[src/rtl/i2c_slave_ctrl.sv]
// -----------------------------------------------------------------------------
// i2c_slave_ctrl
//
// Bit-level I2C slave transaction controller. It synchronises SCL/SDA,
// assembles the address byte for the external address/start-stop decoder,
// consumes the decoder's start/stop/match results, and sequences the
// address ACK, receive-byte and transmit-byte phases. SDA is open-drain:
// sda_out = 0 pulls the line low, sda_out = 1 releases it.
//
// Optional feature: define I2C_TIMEOUT_EN to add a stuck-SCL abort counter.
// Without it bus_timeout is tied low and a stuck bus waits for start/stop.
//
// Parameters:
//   TIMEOUT_CYCLES  clk cycles of unchanged SCL before abort (16..65535),
//                   only used with I2C_TIMEOUT_EN
//
// Ports:
//   clk, n_rst      system clock, asynchronous active-low reset
//   scl, sda_in     raw bus lines
//   start_found     start-condition pulse from decoder (also repeated start)
//   stop_found      stop-condition pulse from decoder
//   address_match   decoder: starting_byte matches a device address
//   rw_mode         decoder: 1 = master read, 0 = master write
//   rx_ready        consumer can accept a received byte
//   tx_data         byte to transmit, sampled in the tx_load cycle
//   starting_byte   captured address byte, to decoder
//   rx_data         last received data byte
//   rx_valid        one-cycle pulse: rx_data updated
//   tx_load         one-cycle pulse: tx_data sampled at the end of this cycle
//   sda_out         0 = pull SDA low, 1 = release
//   busy            high in any state other than IDLE
//   bus_timeout     one-cycle abort pulse
//   fsm_state       debug view of the state: 0 IDLE, 1 ADDR, 2 ADDR_ACK,
//                   3 RX, 4 RX_ACK, 5 TX, 6 TX_MACK, 7 IGNORE
//
// Handshakes: rx_valid and tx_load are single-cycle strobes with no
// back-pressure. rx_ready is only looked at on the ACK-slot SCL fall of a
// received byte, where it selects ACK (accept) or NACK (abandon transfer).
// -----------------------------------------------------------------------------
module i2c_slave_ctrl #(
    parameter int TIMEOUT_CYCLES = 65535
) (
    input  logic       clk,
    input  logic       n_rst,
    input  logic       scl,
    input  logic       sda_in,
    input  logic       start_found,
    input  logic       stop_found,
    input  logic       address_match,
    input  logic       rw_mode,
    input  logic       rx_ready,
    input  logic [7:0] tx_data,
    output logic [7:0] starting_byte,
    output logic [7:0] rx_data,
    output logic       rx_valid,
    output logic       tx_load,
    output logic       sda_out,
    output logic       busy,
    output logic       bus_timeout,
    output logic [2:0] fsm_state
);

    if (TIMEOUT_CYCLES < 16 || TIMEOUT_CYCLES > 65535) begin : g_timeout_range
        $error("i2c_slave_ctrl: TIMEOUT_CYCLES must be within 16..65535");
    end

    typedef enum logic [2:0] {
        IDLE     = 3'd0,
        ADDR     = 3'd1,
        ADDR_ACK = 3'd2,
        RX       = 3'd3,
        RX_ACK   = 3'd4,
        TX       = 3'd5,
        TX_MACK  = 3'd6,
        IGNORE   = 3'd7
    } state_t;

    state_t state;
    state_t next_state;

    // Same synchroniser depth as the decoder so our edge strobes line up
    // cycle-for-cycle with start_found/stop_found.
    logic scl_s1, scl_s2, scl_s3;
    logic sda_s1, sda_s2;
    logic scl_rise, scl_fall, sda_bit;

    logic [2:0] bit_cnt;
    logic       byte_full;   // 8 bits shifted in, waiting for the ACK-slot fall
    logic [7:0] shift_sr;    // receive shifter (address and data)
    logic [7:0] tx_sr;       // transmit shifter, MSB is the next bit to present
    logic       mack_seen;   // master ACKed the byte just sent
    logic       timeout_hit;

    always_ff @(posedge clk or negedge n_rst) begin
        if (!n_rst) begin
            scl_s1 <= 1'b1;
            scl_s2 <= 1'b1;
            scl_s3 <= 1'b1;
            sda_s1 <= 1'b1;
            sda_s2 <= 1'b1;
        end else begin
            scl_s1 <= scl;
            scl_s2 <= scl_s1;
            scl_s3 <= scl_s2;
            sda_s1 <= sda_in;
            sda_s2 <= sda_s1;
        end
    end

    assign scl_rise = scl_s2 & ~scl_s3;
    assign scl_fall = ~scl_s2 & scl_s3;
    assign sda_bit  = sda_s2;

`ifdef I2C_TIMEOUT_EN
    logic [15:0] to_cnt;

    always_ff @(posedge clk or negedge n_rst) begin
        if (!n_rst) begin
            to_cnt <= '0;
        end else if (state == IDLE || scl_rise || scl_fall) begin
            to_cnt <= '0;
        end else if (!timeout_hit) begin
            to_cnt <= to_cnt + 16'd1;
        end
    end

    assign timeout_hit = (state != IDLE) && (to_cnt == 16'(TIMEOUT_CYCLES));
`else
    assign timeout_hit = 1'b0;
`endif

    // State register
    always_ff @(posedge clk or negedge n_rst) begin
        if (!n_rst) begin
            state <= IDLE;
        end else begin
            state <= next_state;
        end
    end

    // Next-state logic: stop beats start beats timeout beats SCL edges.
    always_comb begin
        next_state = state;
        if (stop_found) begin
            next_state = IDLE;
        end else if (start_found) begin
            next_state = ADDR;
        end else if (timeout_hit) begin
            next_state = IDLE;
        end else begin
            case (state)
                ADDR:     if (scl_fall && byte_full)
                              next_state = address_match ? ADDR_ACK : IGNORE;
                ADDR_ACK: if (scl_fall)
                              next_state = rw_mode ? TX : RX;
                RX:       if (scl_fall && byte_full)
                              next_state = rx_ready ? RX_ACK : IGNORE;
                RX_ACK:   if (scl_fall)
                              next_state = RX;
                TX:       if (scl_fall && bit_cnt == 3'd7)
                              next_state = TX_MACK;
                TX_MACK: begin
                    if (scl_rise && sda_bit)
                        next_state = IGNORE;
                    else if (scl_fall && mack_seen)
                        next_state = TX;
                end
                default: ;
            endcase
        end
    end

    // Output logic. tx_load fires in the strobe cycle of every entry into TX,
    // so tx_data is captured on the same edge that drives bit 7 onto SDA.
    always_comb begin
        busy        = (state != IDLE);
        tx_load     = (next_state == TX) && (state != TX);
        bus_timeout = timeout_hit && !stop_found && !start_found;
        fsm_state   = state;
    end

    // Datapath: shifters, bit counter and the registered SDA driver. SDA only
    // changes on the edge after an scl_fall strobe, keeping it stable while
    // SCL is high.
    always_ff @(posedge clk or negedge n_rst) begin
        if (!n_rst) begin
            sda_out       <= 1'b1;
            starting_byte <= 8'h00;
            rx_data       <= 8'h00;
            rx_valid      <= 1'b0;
            bit_cnt       <= 3'd0;
            byte_full     <= 1'b0;
            shift_sr      <= 8'h00;
            tx_sr         <= 8'h00;
            mack_seen     <= 1'b0;
        end else begin
            rx_valid <= 1'b0;
            if (stop_found || start_found || timeout_hit) begin
                sda_out   <= 1'b1;
                bit_cnt   <= 3'd0;
                byte_full <= 1'b0;
                mack_seen <= 1'b0;
            end else begin
                case (state)
                    ADDR, RX: begin
                        if (scl_rise && !byte_full) begin
                            shift_sr <= {shift_sr[6:0], sda_bit};
                            if (bit_cnt == 3'd7) begin
                                bit_cnt   <= 3'd0;
                                byte_full <= 1'b1;
                                if (state == ADDR) begin
                                    starting_byte <= {shift_sr[6:0], sda_bit};
                                end else begin
                                    rx_data  <= {shift_sr[6:0], sda_bit};
                                    rx_valid <= 1'b1;
                                end
                            end else begin
                                bit_cnt <= bit_cnt + 3'd1;
                            end
                        end else if (scl_fall && byte_full) begin
                            byte_full <= 1'b0;
                            // ACK (pull low) only when the byte is accepted
                            sda_out <= !(next_state == ADDR_ACK || next_state == RX_ACK);
                        end
                    end
                    ADDR_ACK: begin
                        if (scl_fall) begin
                            if (rw_mode) begin
                                sda_out <= tx_data[7];
                                tx_sr   <= {tx_data[6:0], 1'b0};
                                bit_cnt <= 3'd0;
                            end else begin
                                sda_out <= 1'b1;
                            end
                        end
                    end
                    RX_ACK: begin
                        if (scl_fall) begin
                            sda_out <= 1'b1;
                            bit_cnt <= 3'd0;
                        end
                    end
                    TX: begin
                        if (scl_fall) begin
                            if (bit_cnt == 3'd7) begin
                                // bit 0 has been on the bus; free SDA for the master ACK
                                sda_out   <= 1'b1;
                                bit_cnt   <= 3'd0;
                                mack_seen <= 1'b0;
                            end else begin
                                sda_out <= tx_sr[7];
                                tx_sr   <= {tx_sr[6:0], 1'b0};
                                bit_cnt <= bit_cnt + 3'd1;
                            end
                        end
                    end
                    TX_MACK: begin
                        if (scl_rise && !sda_bit) begin
                            mack_seen <= 1'b1;
                        end else if (scl_fall && mack_seen) begin
                            mack_seen <= 1'b0;
                            sda_out   <= tx_data[7];
                            tx_sr     <= {tx_data[6:0], 1'b0};
                            bit_cnt   <= 3'd0;
                        end
                    end
                    default: begin
                        sda_out <= 1'b1;
                    end
                endcase
            end
        end
    end

endmodule

[config.mk]
export PLATFORM = sky130hd
export DESIGN_NAME = i2c_slave_ctrl
export DESIGN_NICKNAME = d
export VERILOG_FILES = /design/src/rtl/i2c_slave_ctrl.sv
export SDC_FILE = /design/constraint.sdc
export NUM_CORES = 1
export LEC_CHECK = 0
export ABC_AREA = 1
export CORE_MARGIN = 8
export CORE_UTILIZATION = 45
export CTS_BUF_LIST = sky130_fd_sc_hd__clkbuf_4 sky130_fd_sc_hd__clkbuf_8
export CTS_CLUSTER_DIAMETER = 40
export CTS_CLUSTER_SIZE = 28
export DETAILED_ROUTE_END_ITERATION = 7
export GPL_TIMING_DRIVEN = 0
export PLACE_DENSITY = 0.7
export SYNTH_ARGS = -nofsm -noshare
export SYNTH_HDL_FRONTEND = slang
export SYNTH_SLANG_ARGS = --single-unit
[constraint.sdc]
create_clock -name clk -period 2.6 [get_ports clk]
set_input_delay 0.78 -clock clk [delete_from_list [all_inputs] [get_ports clk]]
set_output_delay 0.78 -clock clk [all_outputs]
set_load 0.05 [all_outputs]
# After elaboration in Yosys (flattened, before gate mapping)
# Cells that the tools add are included.
[classes]
n_addsub = 1
multipliers = 0
div_mod_pow = 0
order_cmp = 0
eq_ne = 29
shift = 0
n_mux = 57
bitwise = 6
n_reduce_logical = 27
[ops]
columns = ["operator", "n"]
rows = [
  ["$mux W3", 20],
  ["$mux W8", 6],
  ["$ne A3 B3 Y1 const B", 12],
  ["$mux W1", 25],
  ["$pmux W8 S3", 1],
  ["$eq A3 B3 Y1 const B", 6],
  ["$pmux W3 S6", 1],
  ["$reduce_and A8 Y1", 2],
  ["$pmux W3 S5", 1],
  ["$ne A2 B2 Y1 const B", 6],
  ["$reduce_bool A3 Y1", 4],
  ["$reduce_and A5 Y1", 2],
  ["$eq A3 B2 Y1 const B", 3],
  ["$logic_and A1 B1 Y1", 7],
  ["$reduce_and A7 Y1", 1],
  ["$reduce_and A3 Y1", 2],
  ["$reduce_bool A6 Y1", 1],
  ["$pmux W1 S5", 1],
  ["$ne A4 B4 Y1 const B", 1],
  ["$not A1 Y1", 4],
  ["$reduce_and A4 Y1", 1],
  ["$add A3 B1 Y3 const B", 1],
  ["$eq A3 B1 Y1 const B", 1],
  ["$logic_not A1 Y1", 3],
  ["other kinds (6)", 8],
]
[totals]
register_bits = 46
latchBits = 0
ramBits = 0
romBits = 0
in_bits = 17
wordCells = 135
mem_count = 0

# Depth between registers and ports, before layout
# Gate-level depths: netlist (run 1).
[logic_depth]
ltp_word = 15
depth_mapped = 14
ltp_nobuf = 14

# Least setup slack after synthesis (run 1)
# No wires, ideal clock.
[synth_path]
path_type = "flip-flop to output port"
startpoint = "register state[1], in the netlist fsm_state[1]"
endpoint = "output port tx_load"
t_arrival_ps = 2632
setup_slack_ps = -812
path_stages_with_launch = 10
n_path_buf = 1
path_cell_list = "dfrtp_1 > buf_2 > nor2_2 > nand2_1 > nand2_2 > a21oi_1 > nand3_1 > inv_1 > nand3_1 > nor2_1"
[synth_between]
elab_chain_len = 7
elab_cells_between_ends = 19
classes_between = "eq/ne: 8; mux: 10; reduce/logical: 1"
[synth_lines]
columns = ["item", "line_no", "source"]
rows = [
  ["start: declaration", "78", "state_t state;"],
  ["start signal: assignment", "137", "state <= next_state;"],
  ["$mux W3", "165", "else if (scl_fall && mack_seen)"],
  ["$mux W3", "163", "if (scl_rise && sda_bit)"],
  ["$pmux W3 S6", "151", "case (state)"],
  ["$mux W3", "146", "end else if (start_found) begin"],
  ["$mux W3", "144", "if (stop_found) begin"],
  ["$eq A3 B3 Y1", "177", "tx_load = (next_state == TX) && (state != TX);"],
  ["$logic_and A1 B1 Y1 (*)", "177", ""],
  ["end: declaration", "56", "output logic tx_load,"],
]
# Mark *: on every way between the ends. The rest lies on a longest branch, timed or not.

# Worst setup path after layout (run 1)
[layout_path]
startpoint = "input port address_match"
endpoint = "register sda_out"
[layout_between]
elab_chain_len = 12
elab_cells_between_ends = 13
classes_between = "eq/ne: 2; mux: 9; reduce/logical: 2"
[layout_lines]
columns = ["item", "line_no", "source"]
rows = [
  ["start: declaration", "49", "input logic address_match,"],
  ["$mux W3 (*)", "153", "next_state = address_match ? ADDR_ACK : IGNORE;"],
  ["$mux W3 (*)", "152", "ADDR: if (scl_fall && byte_full)"],
  ["$pmux W3 S6 (*)", "151", ""],
  ["$mux W3 (*)", "146", ""],
  ["$mux W3 (*)", "144", ""],
  ["$eq A3 B2 Y1 / $eq A3 B3 Y1 (equally long branches)", "223", "sda_out <= !(next_state == ADDR_ACK || next_state == RX_ACK);"],
  ["$logic_or A1 B1 Y1 (*)", "223", ""],
  ["$logic_not A1 Y1 (*)", "223", ""],
  ["$mux W1 (*)", "220", "end else if (scl_fall && byte_full) begin"],
  ["$mux W1 (*)", "206", "if (scl_rise && !byte_full) begin"],
  ["$pmux W1 S5 (*)", "204", "case (state)"],
  ["$mux W1 (*)", "198", "if (stop_found || start_found || timeout_hit) begin"],
  ["end signal: assignment", "223", ""],
  ["end signal: assignment", "229", "sda_out <= tx_data[7];"],
  ["end signal: assignment", "251", "sda_out <= tx_sr[7];"],
  ["end: declaration", "57", "output logic sda_out,"],
]
# Mark *: on every way between the ends. The rest lies on a longest branch, timed or not. The select of a mux whose other input is x is not followed.
# A chain may end at the register's enable or synchronous reset.

==> impl_metrics.py, run 1 <==
metrics = {
    "status": {
        "status": "finished, violations left",
        "violations": "negative setup slack",
    },
    "layout": {
        "final_common_cell": "nand2_1",
        "fillers": 404,
        "utilization_pct": 68.4,
        "mostFrequentLayoutCells": "70 x nand2_1, 39 x buf_4, 36 x dfrtp_1, 33 x inv_1, 32 x o21ai_0",
        "diodes": 0,
        "multi_input_area_um2": 1140,
        "register_area_um2": 1140,
        "finalNetCount": 400,
        "areaGrowthSynthToFinish_pct": 49.9,
        "drive_gt1_share_pct": 30.1,
    },
    "route": {
        "vias_per_cell": 5.26,
        "first_pass_iters": 6,
        "vias": 2377,
        "drt_iter0_markers": 176,
        "drtAntennaViolNets": 0,
        "wl_per_cell_um": 15.6,
        "wl_mm": 7.05,
        "drcViolationCount": 0,
    },
    "power": {
        "p_sw_uw": 536,
        "power_leakage_nw": 1.57,
        "pwr_density_cell_nw_per_um2": 531,
        "intPower_mw": 1.28,
        "seqPwrFrac_pct": 44.5,
        "ir_drop_uv": 438,
        "power_frac_comb_pct": 24.2,
        "switching_share_pct": 29.5,
        "pwr-share-clk_pct": 31.3,
    },
    "synthesis": {
        "synth_warnings": 0,
        "yosysSeqAreaShare_pct": 49.6,
        "ys_seq_elements": 45,
        "syn_inst": 294,
        "syn_area_um2": 2290,
        "synth_fp_nets": 313,
        "synth.distinct_cells": 29,
        "synth.avg_cell_area_um2": 7.78,
    },
    "setup_path": {
        "critPathTopFamily": "buffers and inverters",
        "critical_path_arrival_ps": 3080,
        "reg2reg_depth": 19,
        "cp_max_fo": 3,
        "worst-path-buf-inv": 10,
        "worst-r2r-setup-slack_ps": -200,
        "worst_setup_path_end_kind": "flop",
        "crit_cells": 19,
        "cp-start-kind": "primary input",
        "slowest_stage": "dlygate4sd2_1",
        "reg2reg_from": "scl_s2",
        "critPathMaxStageDelay_ps": 260,
        "crit_type": "primary input to flop",
        "crit_chain": "dlygate4sd2_1, nand4_1, nand2_2, buf_4, buf_4, buf_4, buf_4, buf_4, buf_4, buf_4, buf_4, buf_4, a21oi_2, nor2_1, nand3_1, nand2_1, nand2_1, nand2_1, a21oi_2",
        "r2r-end": "sda_out",
        "cp_data_required_time_ps": 2840,
        "crit_top_cell": "buf_4",
    },
    "sta": {
        "setup_viol": 2,
        "layout_min_cycle_time_ps": 2840,
        "drv_slew": 0,
        "maxSlewHeadroom_pct": 63.8,
        "timing.final.ws_setup_ps": -240,
        "fmax_mhz": 352,
        "rsz0062_at_grt": "yes",
        "fin_setup_tns_ps": -388,
        "timing.final.crit_share_pct": 109,
        "hold_viol": 0,
        "worst_pin_slew_ps": 542,
        "skew_ps": 5.22,
    },
    "global_route": {
        "gr-total-overflow": 0,
        "grt_first_pass_wirelength_mm": 10.3,
        "grt_pass1_vias": 2234,
        "grt_max_degree": 24,
        "antenna_found_initial": 0,
        "grt_util_all_layers_pct": 17.3,
    },
    "cts": {
        "clk_path_buf_depth": 2,
        "cts_buffers": 5,
        "clock_tree.root_cell": "clkbuf_8",
        "clock-sinks": 45,
        "htree_levels": 2,
        "cts_tree": "built",
        "clock_latency_ps": 300,
        "clkSlewWorstSetupHoldPaths_ps": 90,
    },
    "hold_path": {
        "whs_path_depth": 0,
        "min_to": "sda_bit",
        "hold_start": "sda_s1",
        "hp-class": "flop to flop",
    },
    "placed_design": {
        "hpwl_mm": 4.10,
        "post-place-ws_ps": -1080,
        "port_buffers": 39,
        "place_congestion": 0.893,
    },
    "run": {
        "maxCapViolCount": 0,
    },
    "floorplan": {
        "die_y_um": 87.3,
        "core_um2": 5010,
        "chipWidth_um": 87.3,
        "row_count": 26,
        "start_util_pct": 45.6,
        "die_area_um2": 7620,
        "ios": 41,
    },
}
cell families after synthesis:
logic type / after synthesis / share of synthesized area [%]
DFF: 45 / 49.6
buffers and inverters: 49 / 8.76
and+or+nand+nor: 142 / 26.6
AOI/OAI and AO/OA: 55 / 13.8
adders and majority gates: 2 / 1.09
other: 1 / 0.164
worst register-to-register path, delay by kind of cell, from the launching register on:
kind | cells | cell delay, ps
buf+inv | 10 | 1250
flops | 1 | 600
simple gates | 7 | 640
compound gates | 2 | 260
registers in the layout, summed over array words and instances, names as in the netlist, 3 cells and up:
| register | flops |
|---|---|
| fsm_state | 3 |
| starting_byte | 8 |
| rx_data | 8 |
| shift_sr | 7 |
| bit_cnt | 3 |
| tx_sr | 7 |
timing repair:
| item | CTS | global route |
|---|---|---|
| setup endpoints to repair | 2 | 3 |
| pin swaps | 15 | 15 |
| hold buffers | 0 | 0 |
| resized for setup | 43 | 24 |
| buffers inserted | 29 | 13 |
cell usage after synthesis:
library cell,instances,area [um^2]
a21oi_1,9,45.0
a21oi_2,1,8.76
a31oi_1,2,12.5
and3_1,1,6.26
buf_2,4,20.0
buf_4,1,7.51
buf_6,1,11.3
clkbuf_1,2,7.51
conb_1,1,3.75
dfrtp_1,39,976
dfstp_2,6,158
ha_1,2,25.0
inv_1,38,143
inv_2,3,11.3
nand2_1,82,308
nand2_2,1,6.26
nand3_1,23,115
nand3_2,1,10.0
nand4_1,2,12.5
nor2_1,25,93.8
nor2_2,3,18.8
nor2_4,1,11.3
nor3_1,2,10.0
nor3_4,1,16.3
o211ai_1,6,45.0
o211ai_2,1,12.5
o21ai_0,33,165
o21ai_1,2,10.0
o41ai_2,1,16.3
power by group through the flow:
stage          clock, mW  sequential [mW]  combinational (mW)
6_report           0.570            0.809               0.440
5_1_grt            0.612            0.819               0.476
4_1_cts            0.585            0.810               0.368
3_5_place_dp           0            0.821               0.292
3_3_place_gp           0            0.817               0.282
2_1_floorplan          0            0.828               0.175
worst max path at each step:
stage	startpoint	end	slack, ps
5_1_grt	scl_s2	tx_load	-260
4_1_cts	bit_cnt[1]	tx_load	-130
3_3_place_gp	rw_mode	tx_load	-1100
6_report	address_match	sda_out	-240
2_1_floorplan	fsm_state[2]	tx_load	30
3_5_place_dp	rw_mode	tx_load	-1080
per-stage QoR:
| stage | hold slack (ps) | instances | total power [mW] | cell area, um^2 |
|---|---|---|---|---|
| after floorplan | 345 | 294 | 1.00 | 2310 |
| after global placement | 346 | 403 | 1.10 | 2790 |
| after detailed placement | 347 | 404 | 1.11 | 2820 |
| after CTS | 360 | 439 | 1.76 | 3260 |
| after global routing | 362 | 452 | 1.91 | 3430 |
| final | 359 | 452 | 1.82 | 3430 |
cell type report:
type / instances / area share (%)
Inverter: 41 / 4.71
Tap cell: 70 / 2.56
Buffer: 6 / 1.06
Multi-Input combinational cell: 200 / 33.2
Clock buffer: 6 / 2.41
Timing Repair Buffer: 82 / 21.7
Clock inverter: 2 / 1.20
Sequential cell: 45 / 33.2
per-layer routing:
| metal | share of wire [%] | up-vias | GRT usage, % | routed length [um] |
|---|---|---|---|---|
| li1 | - | 1116 | - | - |
| met1 | 40 | 1090 | 20.9 | 2850 |
| met2 | 47 | 141 | 27.7 | 3340 |
| met3 | 7.8 | 30 | 4.62 | 552 |
| met4 | 4.3 | 0 | 8.59 | 301 |
| met5 | 0 | - | 0 | 0 |
Power figures use the tool's default switching activity.
==> inputs of run 2 (changes only) <==
DONT_BUFFER_PORTS = 1   (was default)
PLACE_DENSITY = default   (was 0.7)
==> run 2 against run 1 <==
  * The flow still finishes with violations (negative setup slack)
  * Via count down 17%
  * Fmax is 5.2% lower
  * Clock skew grew 1.2 ps
  * Cell area down 20%
  * Sequential share of layout area increased by 8.1 points
  * Register-to-register slack improved by 670 ps
  * Clock power shrank 22%
  * Global-route usage is 2.1 points lower
  * Routed wire length fell by 21%
  * First-iteration DRC count down 51%
  * Worst hold slack lost 190 ps
  * Critical endpoint is now tx_load
  * Largest power group unchanged
==> impl_metrics.py, run 2 (synthesized netlist as in run 1, its figures left out) <==
metrics = {
    "status": {
        "status": "finished, violations left",
        "violations": "negative setup slack",
    },
    "sta": {
        "drv_slew": 0,
        "skew_ps": 6.45,
        "layout_min_cycle_time_ps": 3000,
        "timing.final.crit_share_pct": 115,
        "hold_viol": 0,
        "setup_viol": 1,
        "rsz0062_at_grt": "yes",
        "timing.final.ws_setup_ps": -396,
        "fmax_mhz": 334,
    },
    "global_route": {
        "gr-total-overflow": 0,
        "antenna_found_initial": 0,
        "grt_max_degree": 46,
        "grt_util_all_layers_pct": 15.2,
        "grt_pass1_vias": 1884,
        "grt_first_pass_wirelength_mm": 9.20,
    },
    "route": {
        "first_pass_iters": 4,
        "wl_mm": 5.60,
        "drt_iter0_markers": 87,
        "drtAntennaViolNets": 0,
        "vias": 1969,
        "vias_per_cell": 5.10,
        "drcViolationCount": 0,
        "wl_per_cell_um": 14.5,
    },
    "power": {
        "intPower_mw": 1.10,
        "ir_drop_uv": 320,
        "power_leakage_nw": 1.27,
        "pwr-share-clk_pct": 28.5,
        "p_sw_uw": 456,
        "power_frac_comb_pct": 18.2,
        "switching_share_pct": 29.4,
        "pwr_density_cell_nw_per_um2": 563,
        "seqPwrFrac_pct": 53.3,
    },
    "layout": {
        "final_common_cell": "nand2_1",
        "mostFrequentLayoutCells": "75 x nand2_1, 36 x dfrtp_1, 35 x inv_1, 32 x o21ai_0, 21 x nor2_1",
        "drive_gt1_share_pct": 23.4,
        "areaGrowthSynthToFinish_pct": 20.6,
        "utilization_pct": 55.0,
        "diodes": 0,
        "final_cell_count_no_fill": 386,
        "finalNetCount": 334,
        "reg_top3": "rx_data x8, starting_byte x8",
        "final_cell_area_um2": 2760,
        "fillers": 476,
    },
    "setup_path": {
        "cp_max_fo": 8,
        "cp_data_required_time_ps": 1820,
        "cp-start-kind": "flop",
        "critical_path_arrival_ps": 2220,
        "crit_type": "flop to output pin",
        "worst_setup_path_end_kind": "output pin",
    },
    "cts": {
        "cts_buffers": 5,
        "clock_tree.root_cell": "clkbuf_8",
        "htree_levels": 2,
        "cts_tree": "built",
        "clk_path_buf_depth": 2,
        "clock_latency_ps": 290,
        "hold_buffers": 0,
        "clock-sinks": 45,
        "clkSlewWorstSetupHoldPaths_ps": 80,
    },
    "hold_path": {
        "hp-class": "primary input to async pin",
    },
    "placed_design": {
        "hpwl_mm": 3.89,
        "placed_area_um2": 2400,
        "dp_cells": 364,
        "port_buffers": 0,
        "place_congestion": 0.869,
    },
    "floorplan": {
        "core_um2": 5010,
        "die_y_um": 87.3,
        "die_area_um2": 7620,
        "ios": 41,
        "chipWidth_um": 87.3,
        "start_util_pct": 45.6,
        "row_count": 26,
    },
    "run": {
        "maxCapViolCount": 0,
    },
}
==> run 2: changes by cell type in the layout (fill, tap and decap cells not counted), sizes merged <==
cell           change
bufinv             -1
buf               -29
dlygate4sd2        -6
inv                -1
clkdlybuf4s50     -31
clkbuf             +1
clkinv             +1
==> run 2: layout make-up <==
cell class                      count  area [um^2]  area share (%)
Buffer                              8         62.6            2.27
Clock buffer                        7         83.8            3.04
Clock inverter                      1         8.76           0.318
Inverter                           41          161            5.85
Multi-Input combinational cell    200         1100            40.1
Sequential cell                    45         1140            41.3
Tap cell                           70         87.6            3.18
Timing Repair Buffer               14          109            3.95
==> run 2: worst max-delay path, stage by stage (launching register included) <==
cell,delay (ps)
dfrtp_4,640
nor2_4,280
buf_6,140
nand2_2,60
a21oi_2,150
nor2_1,60
nand3_1,90
nand2_1,60
nand2_1,70
nand2_2,80
nor2_4,300
==> run 2: layer usage <==
metal / vias up / share of wire (%) / GRT usage (%)
met2: 64 / 47 / 24.9
met5: - / 0 / 0
met4: 0 / 2.8 / 5.16
met1: 901 / 43 / 19.0
li1: 988 / - / -
met3: 16 / 7.0 / 3.77
==> run 2: worst paths after layout <==
kind / startpoint / endpoint / slack (ps) / cells past startpoint
min in group clk: sda_s1 / sda_bit / 360 / 0
max in group asynchronous: n_rst / sda_out / 2240 / 0
worst max register to register: fsm_state[1] / bit_cnt[0] / 470 / 9
worst min-delay path: n_rst / rx_data[5] / 170 / 0
worst min register to register: sda_s1 / sda_bit / 360 / 0
worst max-delay path: fsm_state[0] / tx_load / -400 / 10
==> run 2: stage by stage <==
stage / hold WS (ps) / TNS, ps / setup slack [ps] / total power [mW]
after CTS: 161 / -378 / -378 / 1.53
after global placement: 346 / -209 / -209 / 1.05
after detailed placement: 349 / -232 / -232 / 1.05
final: 169 / -396 / -396 / 1.55
after floorplan: 345 / 0 / 30.5 / 1.00
after global routing: 155 / -512 / -512 / 1.63
==> run 2: power by group through the flow <==
stage	Combinational, mW	Sequential [mW]	Clock (mW)
floorplan	0.175	0.828	0
global placement	0.215	0.833	0
detailed placement	0.217	0.836	0
CTS	0.247	0.825	0.456
global route	0.318	0.834	0.480
finish	0.283	0.827	0.443
==> run 2: repair_timing <==
item	4_1_cts	5_1_grt
buffers inserted	9	5
endpoints found under the setup margin	1	1
pin swaps	4	12
gates resized for setup	19	23
